`config.mk`:
```
export PLATFORM = sky130hd
export DESIGN_NAME = uart_rx_cmd_ctrl
export DESIGN_NICKNAME = d
export VERILOG_FILES = /design/src/rtl/uart_rx_cmd_ctrl.sv
export SDC_FILE = /design/constraint.sdc
export NUM_CORES = 1
export LEC_CHECK = 0
export CORE_UTILIZATION = 47
export DETAILED_ROUTE_END_ITERATION = 10
export MAX_ROUTING_LAYER = met4
export PLACE_DENSITY_LB_ADDON = 0.2
export SYNTH_ARGS = -nofsm -noshare
export SYNTH_HDL_FRONTEND = slang
export SYNTH_SLANG_ARGS = --single-unit
```
`constraint.sdc`:
```
create_clock -name clk -period 3.4 [get_ports clk]
set_input_delay 0.51 -clock clk [delete_from_list [all_inputs] [get_ports clk]]
set_output_delay 0.51 -clock clk [all_outputs]
set_load 0.01 [all_outputs]
```
`src/rtl/uart_rx_cmd_ctrl.sv`:
```
// UART receive-side command sequencer: decodes write/read commands into register-file strobes and read-back bytes.
// Optional inter-byte timeout enabled by defining RX_CMD_TIMEOUT_EN.
module uart_rx_cmd_ctrl #(
    parameter int          ADDR_WIDTH     = 4,
    parameter logic [7:0]  WR_OPCODE      = 8'hAA,
    parameter logic [7:0]  RD_OPCODE      = 8'hBB,
    parameter int          TIMEOUT_CYCLES = 1024
) (
    input  logic                  clk,
    input  logic                  rst_n,
    input  logic [7:0]            RX_P_DATA,
    input  logic                  RX_D_VLD,
    input  logic                  RX_PAR_Err,
    input  logic                  RX_STP_Err,
    output logic                  RF_WrEn,
    output logic                  RF_RdEn,
    output logic [ADDR_WIDTH-1:0] RF_Address,
    output logic [7:0]            RF_WrData,
    input  logic [7:0]            RF_RdData,
    input  logic                  RF_RdData_VLD,
    output logic [7:0]            TX_P_DATA,
    output logic                  TX_D_VLD,
    input  logic                  TX_Busy,
    output logic [7:0]            ERR_CNT,
    output logic                  Busy
);
    // state   | meaning
    // IDLE    | waiting for an opcode byte
    // WR_ADDR | write command, waiting for address byte
    // WR_DATA | write command, waiting for data byte
    // RD_ADDR | read command, waiting for address byte
    // RD_WAIT | read strobe issued, waiting for register-file data
    // TX_SEND | holding read-back byte until the transmitter is free
    typedef enum logic [2:0] {IDLE, WR_ADDR, WR_DATA, RD_ADDR, RD_WAIT, TX_SEND} state_t;

    state_t                  state, state_nxt;
    logic                    frame_err, accepted, err_event;
    logic                    wr_en_nxt, rd_en_nxt, tx_vld_nxt;
    logic [ADDR_WIDTH-1:0]   addr_nxt;
    logic [7:0]              wr_data_nxt, tx_data_nxt;

    assign frame_err = RX_PAR_Err | RX_STP_Err;
    assign accepted  = RX_D_VLD & ~frame_err;

`ifdef RX_CMD_TIMEOUT_EN
    localparam int TMR_W = (TIMEOUT_CYCLES > 1) ? $clog2(TIMEOUT_CYCLES) : 1;
    logic [TMR_W-1:0] timer;
    logic             timed, timeout_hit;

    assign timed       = (state == WR_ADDR) || (state == WR_DATA) || (state == RD_ADDR) || (state == RD_WAIT);
    assign timeout_hit = timed && (timer == TMR_W'(TIMEOUT_CYCLES - 1));
`endif

    always_comb begin
        state_nxt   = state;
        addr_nxt    = RF_Address;
        wr_data_nxt = RF_WrData;
        tx_data_nxt = TX_P_DATA;
        wr_en_nxt   = 1'b0;
        rd_en_nxt   = 1'b0;
        tx_vld_nxt  = 1'b0;
        err_event   = frame_err;
        case (state)
            IDLE: begin
                if (accepted && RX_P_DATA == WR_OPCODE)      state_nxt = WR_ADDR;
                else if (accepted && RX_P_DATA == RD_OPCODE) state_nxt = RD_ADDR;
            end
            WR_ADDR: begin
                if (frame_err) state_nxt = IDLE;
                else if (accepted) begin
                    addr_nxt  = RX_P_DATA[ADDR_WIDTH-1:0];
                    state_nxt = WR_DATA;
                end
            end
            WR_DATA: begin
                if (frame_err) state_nxt = IDLE;
                else if (accepted) begin
                    wr_data_nxt = RX_P_DATA;
                    wr_en_nxt   = 1'b1;
                    state_nxt   = IDLE;
                end
            end
            RD_ADDR: begin
                if (frame_err) state_nxt = IDLE;
                else if (accepted) begin
                    addr_nxt  = RX_P_DATA[ADDR_WIDTH-1:0];
                    rd_en_nxt = 1'b1;
                    state_nxt = RD_WAIT;
                end
            end
            RD_WAIT: begin
                if (accepted) err_event = 1'b1;
                if (RF_RdData_VLD) begin
                    tx_data_nxt = RF_RdData;
                    state_nxt   = TX_SEND;
                end
            end
            TX_SEND: begin
                if (accepted) err_event = 1'b1;
                if (!TX_Busy) begin
                    tx_vld_nxt = 1'b1;
                    state_nxt  = IDLE;
                end
            end
            default: state_nxt = IDLE;
        endcase
`ifdef RX_CMD_TIMEOUT_EN
        // A byte or a read response arriving on the terminal cycle wins over the timeout.
        if (timeout_hit && !accepted && state_nxt == state) begin
            state_nxt = IDLE;
            err_event = 1'b1;
        end
`endif
    end

    always_ff @(posedge clk or negedge rst_n) begin
        if (!rst_n) begin
            state      <= IDLE;
            RF_WrEn    <= 1'b0;
            RF_RdEn    <= 1'b0;
            RF_Address <= '0;
            RF_WrData  <= 8'h00;
            TX_P_DATA  <= 8'h00;
            TX_D_VLD   <= 1'b0;
            ERR_CNT    <= 8'h00;
            Busy       <= 1'b0;
        end else begin
            state      <= state_nxt;
            RF_WrEn    <= wr_en_nxt;
            RF_RdEn    <= rd_en_nxt;
            RF_Address <= addr_nxt;
            RF_WrData  <= wr_data_nxt;
            TX_P_DATA  <= tx_data_nxt;
            TX_D_VLD   <= tx_vld_nxt;
            if (err_event && ERR_CNT != 8'hFF) ERR_CNT <= ERR_CNT + 8'd1;
            Busy       <= (state_nxt != IDLE);
        end
    end

`ifdef RX_CMD_TIMEOUT_EN
    always_ff @(posedge clk or negedge rst_n) begin
        if (!rst_n)                              timer <= '0;
        else if (state_nxt != state || accepted) timer <= '0;
        else if (timed)                          timer <= timer + TMR_W'(1);
    end
`endif
endmodule

```
==> results of run 1 <==
[registers in the layout, indices dropped and copies added, names as in the netlist]
name / cells
Busy: 1
ERR_CNT: 8
RF_Address: 4
RF_RdEn: 1
RF_WrData: 8
RF_WrEn: 1
TX_D_VLD: 1
TX_P_DATA: 8
state: 3
[layer usage]
metal | routed length (um) | vias to the layer above | track usage [%]
li1 | - | 535 | -
met1 | 1270 | 529 | 22.1
met2 | 1590 | 41 | 34.8
met3 | 183 | 4 | 5.49
met4 | 30 | 0 | 11.9
met5 | 0 | - | -
[worst reg2reg max path: stages (launching register included)]
cell     delay, ps
dfrtp_1        440
ha_1           230
and2_1         190
a32o_1         360
nor3_1         240
xor2_1         160
[report_power, final]
part	internal (W)	leakage (nW)	switching, W	total, W
logic	0.000333	0.484	0.000213	0.000545
registers	0.000547	0.443	0.000106	0.000653
clock network	0.0000806	0.0293	0.000134	0.000215
[cell type report]
type / instances / area (um2)
Timing Repair Buffer: 55 / 548
Sequential cell: 35 / 876
Clock buffer: 7 / 45.0
Fill cell: 223 / 913
Tap cell: 44 / 55.1
Clock inverter: 1 / 5.00
Inverter: 3 / 11.3
Multi-Input combinational cell: 79 / 599
[layout by cell type, fill, tap and decap left out, drive strengths merged, types with 3 or more instances in the layout]
master         instances
clkdlybuf4s50         54
dfrtp                 35
inv                    3
clkbuf                 7
xor2                   6
nand4                  3
nor2                   7
mux2                  17
nand2                 15
[logic make-up after synthesis]
group / Yosys count / share of synthesized area, %
AO/OA/AOI/OAI: 6 / 3.16
XOR/XNOR: 8 / 4.66
adder cells (fa/ha/maj): 1 / 0.833
buffers and inverters: 5 / 1.83
flip-flops: 35 / 58.3
multiplexers: 18 / 13.4
AND/OR/NAND/NOR: 46 / 17.8
[stage by stage]
| step | instances | util [%] | total power [W] |
|---|---|---|---|
| floorplan | 119 | - | 0.000880 |
| CTS | 224 | 70.1 | 0.00143 |
| global route | 224 | 70.1 | 0.00151 |
| global placement | 216 | 68.4 | 0.00119 |
| finish | 224 | 70.1 | 0.00141 |
| detailed placement | 216 | 68.4 | 0.00121 |
[worst max-delay path by stage]
stage                                to  slack [ps]              startpoint  depth (start not counted)
2_1_floorplan    ERR_CNT[5]$_DFFE_PN0P_        1750  ERR_CNT[0]$_DFFE_PN0P_                          6
3_3_place_gp   RF_WrData[4]$_DFFE_PN0P_        1270              RX_STP_Err                          4
3_5_place_dp   RF_WrData[3]$_DFFE_PN0P_        1220              RX_STP_Err                          4
4_1_cts                      ERR_CNT[3]        1540  ERR_CNT[3]$_DFFE_PN0P_                          1
5_1_grt                      ERR_CNT[3]        1480  ERR_CNT[3]$_DFFE_PN0P_                          1
6_report                     ERR_CNT[3]        1550  ERR_CNT[3]$_DFFE_PN0P_                          1
==> results.sh, run 1 <==
export IMPL_yosys_top_cells_area="dfrtp_1 58%, mux2_1 6.7%, mux2_2 6.0%, nand2_1 3.7%, xor2_1 3.5%"
export IMPL_syn_avg_cell_area_um2=12.6
export IMPL_place_area_mm2=0.00209
export IMPL_wl_per_cell_um=13.8
export IMPL_worst_clock_skew_ps=10.2
export IMPL_dieArea_mm2=0.00343
export IMPL_htree_levels=2
export IMPL_rr_endpoint="ERR_CNT[5]$_DFFE_PN0P_"
export IMPL_grt_pass1_wl_mm=5.00
export IMPL_clk_path_buf_depth=2
export IMPL_cts_sinks=35
export IMPL_pre_cts_slack_ps=1220
export IMPL_worstMarginPinSlew_ps=498
export IMPL_cts_tree="built"
export IMPL_drc_errors=0
export IMPL_ir_drop_mv=0.468
export IMPL_power_density_mw_per_mm2=660
export IMPL_worst_slack_ps=1550
export IMPL_critPathMaxFanout=6
export IMPL_dieWidth_um=58.5
export IMPL_grt_pass1_vias=1109
export IMPL_cts_setup_buffers=0
export IMPL_ctsResizeCount=0
export IMPL_drv_slew=0
export IMPL_path_class="reg2out"
export IMPL_period_share_pct=54.3
export IMPL_crit_chain="clkdlybuf4s50_1"
export IMPL_fin_nets=203
export IMPL_hp_class="reg2reg"
export IMPL_area_growth_pct=42.4
export IMPL_hold_path_startpoint="RF_Address[3]$_DFFE_PN0P_"
export IMPL_n_antenna_cell=0
export IMPL_r2r_cells=5
export IMPL_synth_ff_type="dfrtp_1"
export IMPL_vias=1109
export IMPL_regToRegSetupSlack_ps=1700
export IMPL_dp_hpwl_mm=2.29
export IMPL_finalSetupViolCount=0
export IMPL_core_area_mm2=0.00305
export IMPL_cp_required_ps=2890
export IMPL_syn_area_mm2=0.00150
export IMPL_postCtsHoldBufs=0
export IMPL_rsz0062_at_grt="no"
export IMPL_drt_iter0_drc=25
export IMPL_synthesis_nets=143
export IMPL_synth_commonest_cells="35 x dfrtp_1, 15 x nand2_1, 9 x mux2_1"
export IMPL_insertion_delay_ps=340
export IMPL_leakage_nw=0.956
export IMPL_holdPathEnd="RF_Address[3]$_DFFE_PN0P_"
export IMPL_clkSlewWorstSetupHoldPaths_ps=110
export IMPL_cp_slowest_stage_delay_ps=570
export IMPL_synthCells=119
export IMPL_io_buffers=54
export IMPL_cp_num_buf_inv=1
export IMPL_grt_max_degree=36
export IMPL_post_route_cells_drive_above_1_share_pct=10.6
export IMPL_r2r_start="ERR_CNT[0]$_DFFE_PN0P_"
export IMPL_end_kind="primary output"
export IMPL_critPathSlowestCell="clkdlybuf4s50_1"
export IMPL_numCtsBuffers=5
export IMPL_first_pass_iters=4
export IMPL_crit_family="buffers and inverters"
export IMPL_whs_ps=487
export IMPL_wl_mm=3.08
export IMPL_seq_area_frac_synth_pct=58.3
export IMPL_vias_per_cell=4.95
export IMPL_fmax_mhz=542
export IMPL_synth_top_area_share_pct=58.3
export IMPL_cts_root_buffer="clkbuf_4"
export IMPL_design_area_mm2=0.00214
export IMPL_synth_warning_count=0
export IMPL_synth_most_common_cell="dfrtp_1"
export IMPL_rows=20
export IMPL_synth_edf_count=0
export IMPL_drv_cap=0
export IMPL_pin_count=55
export IMPL_die_height_um=58.5
export IMPL_antenna_left=0
export IMPL_slew_headroom_pct=66.4
export IMPL_yosys_cell_types_count=37
export IMPL_antenna_found_initial=0
export IMPL_synth_top_area_cell="dfrtp_1"
export IMPL_hold_viol_final=0
export IMPL_finalSetupTns_ps=0
export IMPL_gp_congestion=0.867
export IMPL_initial_utilization_pct=49.2
export IMPL_synthArstFlopShare_pct=100
export IMPL_outcome="completed"
export IMPL_cp_start_kind="register"
export IMPL_post_route_min_period_ps=1850
export IMPL_grt_usage_pct=20.7
export IMPL_min_path_cells=2
export IMPL_cp_arrival_ps=1340
export IMPL_yosys_register_bits=35
export IMPL_grt_ovfl_total=0
(Power assumes the default switching activity.)
==> run 2, diff against run 1 <==
Settings changed: CORE_UTILIZATION 47 to 44.
Clock period 3.4 ns to 1.7 ns, I/O delays scaled along.
==> results.sh, run 2 (synthesized netlist as in run 1, its figures left out) <==
export IMPL_finalSetupViolCount=0
export IMPL_first_pass_iters=4
export IMPL_path_class="reg2reg"
export IMPL_vias_per_cell=4.88
export IMPL_dieWidth_um=60.4
export IMPL_postCtsHoldBufs=0
export IMPL_switching_power_w=0.000899
export IMPL_whs_ps=339
export IMPL_fin_util_pct=71.7
export IMPL_die_height_um=60.4
export IMPL_wl_mm=3.34
export IMPL_slew_headroom_pct=67.5
export IMPL_grt_pass1_vias=1188
export IMPL_clk_path_buf_depth=2
export IMPL_ir_drop_mv=0.877
export IMPL_instances_no_fill=237
export IMPL_hold_viol_final=0
export IMPL_p_total_w=0.00287
export IMPL_end_kind="register"
export IMPL_drv_cap=0
export IMPL_numCtsBuffers=5
export IMPL_hp_class="in2async"
export IMPL_leakage_nw=1.03
export IMPL_area_growth_pct=50.5
export IMPL_design_area_mm2=0.00226
export IMPL_drv_slew=0
export IMPL_antenna_found_initial=0
export IMPL_seqPwrFrac_pct=44.6
export IMPL_fin_nets=218
export IMPL_vias=1156
export IMPL_nFillCells=255
export IMPL_grt_usage_pct=20.8
export IMPL_grt_ovfl_total=0
export IMPL_rsz0062_at_grt="no"
export IMPL_switching_share_pct=31.4
export IMPL_cts_root_buffer="clkbuf_4"
export IMPL_r2r_start="ERR_CNT[0]$_DFFE_PN0P_"
export IMPL_worst_clock_skew_ps=2.21
export IMPL_period_share_pct=96.7
export IMPL_rows=20
export IMPL_cts_sinks=35
export IMPL_pin_count=55
export IMPL_dp_cells=231
export IMPL_fmax_mhz=608
export IMPL_grt_pass1_wl_mm=5.20
export IMPL_clkSlewWorstSetupHoldPaths_ps=90
export IMPL_p_clk_share_pct=13.5
export IMPL_wl_per_cell_um=14.1
export IMPL_startpoint="ERR_CNT[0]$_DFFE_PN0P_"
export IMPL_reg_top3="ERR_CNT x8, RF_WrData x8, TX_P_DATA x8"
export IMPL_insertion_delay_ps=320
export IMPL_post_route_min_period_ps=1640
export IMPL_power_internal_w=0.00197
export IMPL_place_area_mm2=0.00221
export IMPL_outcome="completed"
export IMPL_worstMarginPinSlew_ps=480
export IMPL_cp_required_ps=1940
export IMPL_critPathMaxFanout=8
export IMPL_cp_arrival_ps=1880
export IMPL_initial_utilization_pct=47.7
export IMPL_n_antenna_cell=0
export IMPL_dieArea_mm2=0.00365
export IMPL_post_route_cells_drive_above_1_share_pct=18.1
export IMPL_drc_errors=0
export IMPL_dp_hpwl_mm=2.59
export IMPL_io_buffers=54
export IMPL_final_common_cell="clkdlybuf4s50_1"
export IMPL_power_density_mw_per_mm2=1270
export IMPL_layout_common_cells="54 x clkdlybuf4s50_1, 34 x dfrtp_1, 15 x nand2_1, 15 x buf_4, 9 x mux2_1"
export IMPL_htree_levels=2
export IMPL_core_area_mm2=0.00315
export IMPL_p_comb_share_pct=41.9
export IMPL_cts_tree="built"
export IMPL_antenna_left=0
export IMPL_grt_max_degree=36
export IMPL_gp_congestion=0.765
export IMPL_cp_start_kind="register"
export IMPL_drt_iter0_drc=39
run 2: cell types whose count changed in the layout (fill, tap and decap cells not counted), sizes merged:
cell    before  now
buf          1   16
clkbuf       7    6
clkinv       1    0
run 2: power by group through the flow:
stage	registers (W)	logic (W)	clock network, W
after floorplan	0.00141	0.000348	0
after global placement	0.00128	0.00117	0
after detailed placement	0.00130	0.00120	0
after CTS	0.00128	0.00121	0.000399
after global routing	0.00132	0.00131	0.000435
final	0.00128	0.00120	0.000388
run 2: final cells by class:
cell class	instances	area [um2]	share of cell area, %
Tap cell	44	55.1	2.43
Inverter	3	11.3	0.498
Timing Repair Buffer	70	673	29.8
Clock buffer	6	41.3	1.83
Multi-Input combinational cell	79	604	26.7
Sequential cell	35	877	38.8
run 2: final timing paths:
kind	slack, ps	cells after the start	end
worst min register to register	480	1	ERR_CNT[6]$_DFFE_PN0P_
worst min-delay path	340	2	TX_P_DATA[6]$_DFFE_PN0P_
max in group asynchronous	1040	2	state[1]$_DFF_PN0_
min in group clk	480	1	ERR_CNT[6]$_DFFE_PN0P_
worst max-delay path	60	5	ERR_CNT[5]$_DFFE_PN0P_
worst max register to register	60	5	ERR_CNT[5]$_DFFE_PN0P_
run 2: timing repair:
| item | 4_1_cts | 5_1_grt |
|---|---|---|
| setup buffers | 0 | 0 |
| endpoints found under the setup margin | 0 | 2 |
| gates resized for setup | 0 | 2 |
run 2: per-stage QoR:
| stage | setup slack [ps] | setup TNS (ps) |
|---|---|---|
| final | 55.9 | 0 |
| after global routing | 0.349 | 0 |
| after CTS | 25.2 | 0 |
| after global placement | -111 | -409 |
| after floorplan | 51.2 | 0 |
| after detailed placement | -192 | -855 |
run 2: critical path: stages (launching register included):
cell and delay [ps]:
dfrtp_1 390, ha_1 210, and2_1 190, a32o_1 370, nor3_2 230, xor2_1 180
run 2: per-layer routing:
layer	part of all wire [%]	global-route usage (%)	vias to the layer above
li1	-	-	563
met1	43	23.0	557
met2	51	35.0	34
met3	5.5	7.25	2
met4	0.72	6.82	0
met5	0	-	-
==> run 3, diff against run 2 <==
Settings changed: CORE_UTILIZATION 44 to 47.
Clock period 1.7 ns to 2 ns, I/O delays scaled along.
==> results.sh, run 3 (synthesized netlist as in run 1, its figures left out) <==
export IMPL_outcome="completed"
export IMPL_n_antenna_cell=0
export IMPL_drv_cap=0
export IMPL_rows=20
export IMPL_p_comb_share_pct=38.5
export IMPL_rsz0062_at_grt="no"
export IMPL_numCtsBuffers=5
export IMPL_first_pass_iters=2
export IMPL_r2r_start="state[0]$_DFF_PN0_"
export IMPL_vias_per_cell=5.11
export IMPL_drt_iter0_drc=29
export IMPL_met1_usage_pct=26.2
export IMPL_ctsResizeCount=0
export IMPL_cp_slowest_stage_delay_ps=510
export IMPL_final_common_cell="clkdlybuf4s50_1"
export IMPL_grt_ovfl_total=0
export IMPL_use_met3_pct=5.27
export IMPL_end_kind="register"
export IMPL_cts_setup_buffers=0
export IMPL_wl_mm=3.10
export IMPL_startpoint="state[0]$_DFF_PN0_"
export IMPL_clk_path_buf_depth=2
export IMPL_clkSlewWorstSetupHoldPaths_ps=110
export IMPL_layout_common_cells="54 x clkdlybuf4s50_1, 35 x dfrtp_1, 15 x nand2_1"
export IMPL_fmax_mhz=589
export IMPL_critPathSlowestCell="dfrtp_1"
export IMPL_period_share_pct=84.9
export IMPL_r2r_cells=4
export IMPL_regToRegSetupSlack_ps=300
export IMPL_critPathMaxFanout=8
export IMPL_post_route_cells_drive_above_1_share_pct=11.0
export IMPL_cts_sinks=35
export IMPL_slew_headroom_pct=69.9
export IMPL_grt_usage_pct=21.9
export IMPL_cp_required_ps=2220
export IMPL_power_internal_w=0.00163
export IMPL_busiest_layer="met2"
export IMPL_drv_slew=0
export IMPL_finalSetupViolCount=0
export IMPL_post_route_min_period_ps=1700
export IMPL_seqPwrFrac_pct=46.4
export IMPL_endpoint="Busy$_DFF_PN0_"
export IMPL_crit_chain="nor2b_1 -> and3_4 -> and2_4 -> or4_1"
export IMPL_cts_root_buffer="clkbuf_4"
export IMPL_postCtsHoldBufs=0
export IMPL_fin_util_pct=70.3
export IMPL_p_clk_share_pct=15.1
export IMPL_switching_share_pct=32.1
export IMPL_grt_pass1_wl_mm=5.33
export IMPL_core_area_mm2=0.00305
export IMPL_worst_path_stages=4
export IMPL_finalSetupTns_ps=0
export IMPL_wl_per_cell_um=13.8
export IMPL_cp_start_kind="register"
export IMPL_die_height_um=58.5
export IMPL_hp_class="in2async"
export IMPL_io_buffers=54
export IMPL_dieWidth_um=58.5
export IMPL_htree_levels=2
export IMPL_dp_hpwl_mm=2.23
export IMPL_hold_viol_final=0
export IMPL_grtUsageMet2_pct=33.2
export IMPL_pin_count=55
export IMPL_leakage_nw=0.960
export IMPL_ir_drop_mv=0.712
export IMPL_whs_ps=371
export IMPL_dieArea_mm2=0.00343
export IMPL_vias=1149
export IMPL_grt_max_degree=36
export IMPL_drc_errors=0
export IMPL_insertion_delay_ps=340
export IMPL_reg_top3="ERR_CNT x8, RF_WrData x8, TX_P_DATA x8"
export IMPL_antenna_found_initial=0
export IMPL_cp_arrival_ps=1920
export IMPL_worstMarginPinSlew_ps=446
export IMPL_worst_clock_skew_ps=12.0
export IMPL_fin_nets=204
export IMPL_grt_pass1_vias=1214
export IMPL_area_growth_pct=42.9
export IMPL_cts_tree="built"
export IMPL_crit_family="simple AND/OR/NAND/NOR gates"
export IMPL_switching_power_w=0.000770
export IMPL_rr_endpoint="Busy$_DFF_PN0_"
export IMPL_power_density_mw_per_mm2=1120
export IMPL_initial_utilization_pct=49.2
export IMPL_cp_num_buf_inv=0
export IMPL_gp_congestion=0.899
export IMPL_path_class="reg2reg"
export IMPL_antenna_left=0
run 3: how the worst min path moves through the flow:
stage | to | cells past startpoint | slack [ps] | from
2_1_floorplan | Busy$_DFF_PN0_ | 0 | 4 | rst_n
3_5_place_dp | RF_Address[3]$_DFFE_PN0P_ | 2 | 470 | RF_Address[3]$_DFFE_PN0P_
4_1_cts | TX_P_DATA[2]$_DFFE_PN0P_ | 2 | 380 | rst_n
5_1_grt | TX_P_DATA[1]$_DFFE_PN0P_ | 2 | 400 | rst_n
6_report | RF_RdEn$_DFF_PN0_ | 2 | 370 | rst_n
3_3_place_gp | RF_Address[3]$_DFFE_PN0P_ | 2 | 460 | RF_Address[3]$_DFFE_PN0P_
run 3: worst reg2reg max path, cell delays in order (launching register included):
cell	delay (ps)
dfrtp_1	510
nor2b_1	210
and3_4	200
and2_4	160
or4_1	510
run 3: final cells by class:
type | instances | area [um2]
clock buffer | 7 | 45.0
sequential | 35 | 876
timing repair buffer | 56 | 556
multi-input combinational | 79 | 599
inverter | 3 | 11.3
clock inverter | 1 | 5.00
tap | 44 | 55.1
fill | 252 | 906
run 3: metal layers:
| metal | wire length, um | vias to the layer above |
|---|---|---|
| met3 | 141 | 10 |
| met1 | 1350 | 563 |
| met2 | 1520 | 36 |
| li1 | - | 540 |
| met5 | 0 | - |
| met4 | 88 | 0 |
run 3: power groups by stage:
stage / combinational (W) / sequential (W) / clock, W
3_3_place_gp: 0.000911 / 0.00111 / 0
4_1_cts: 0.000939 / 0.00111 / 0.000379
6_report: 0.000924 / 0.00111 / 0.000363
2_1_floorplan: 0.000296 / 0.00120 / 0
5_1_grt: 0.00101 / 0.00115 / 0.000408
3_5_place_dp: 0.000933 / 0.00112 / 0
run 3: through the flow:
step                      setup slack, ps  cell area, um2  power, W  std cells
final                                 303            2150   0.00240        225
after global routing                  166            2150   0.00257        225
after CTS                             298            2150   0.00243        225
after detailed placement             83.4            2100   0.00206        217
after global placement                127            2100   0.00202        217
after floorplan                       351            1500   0.00150        119
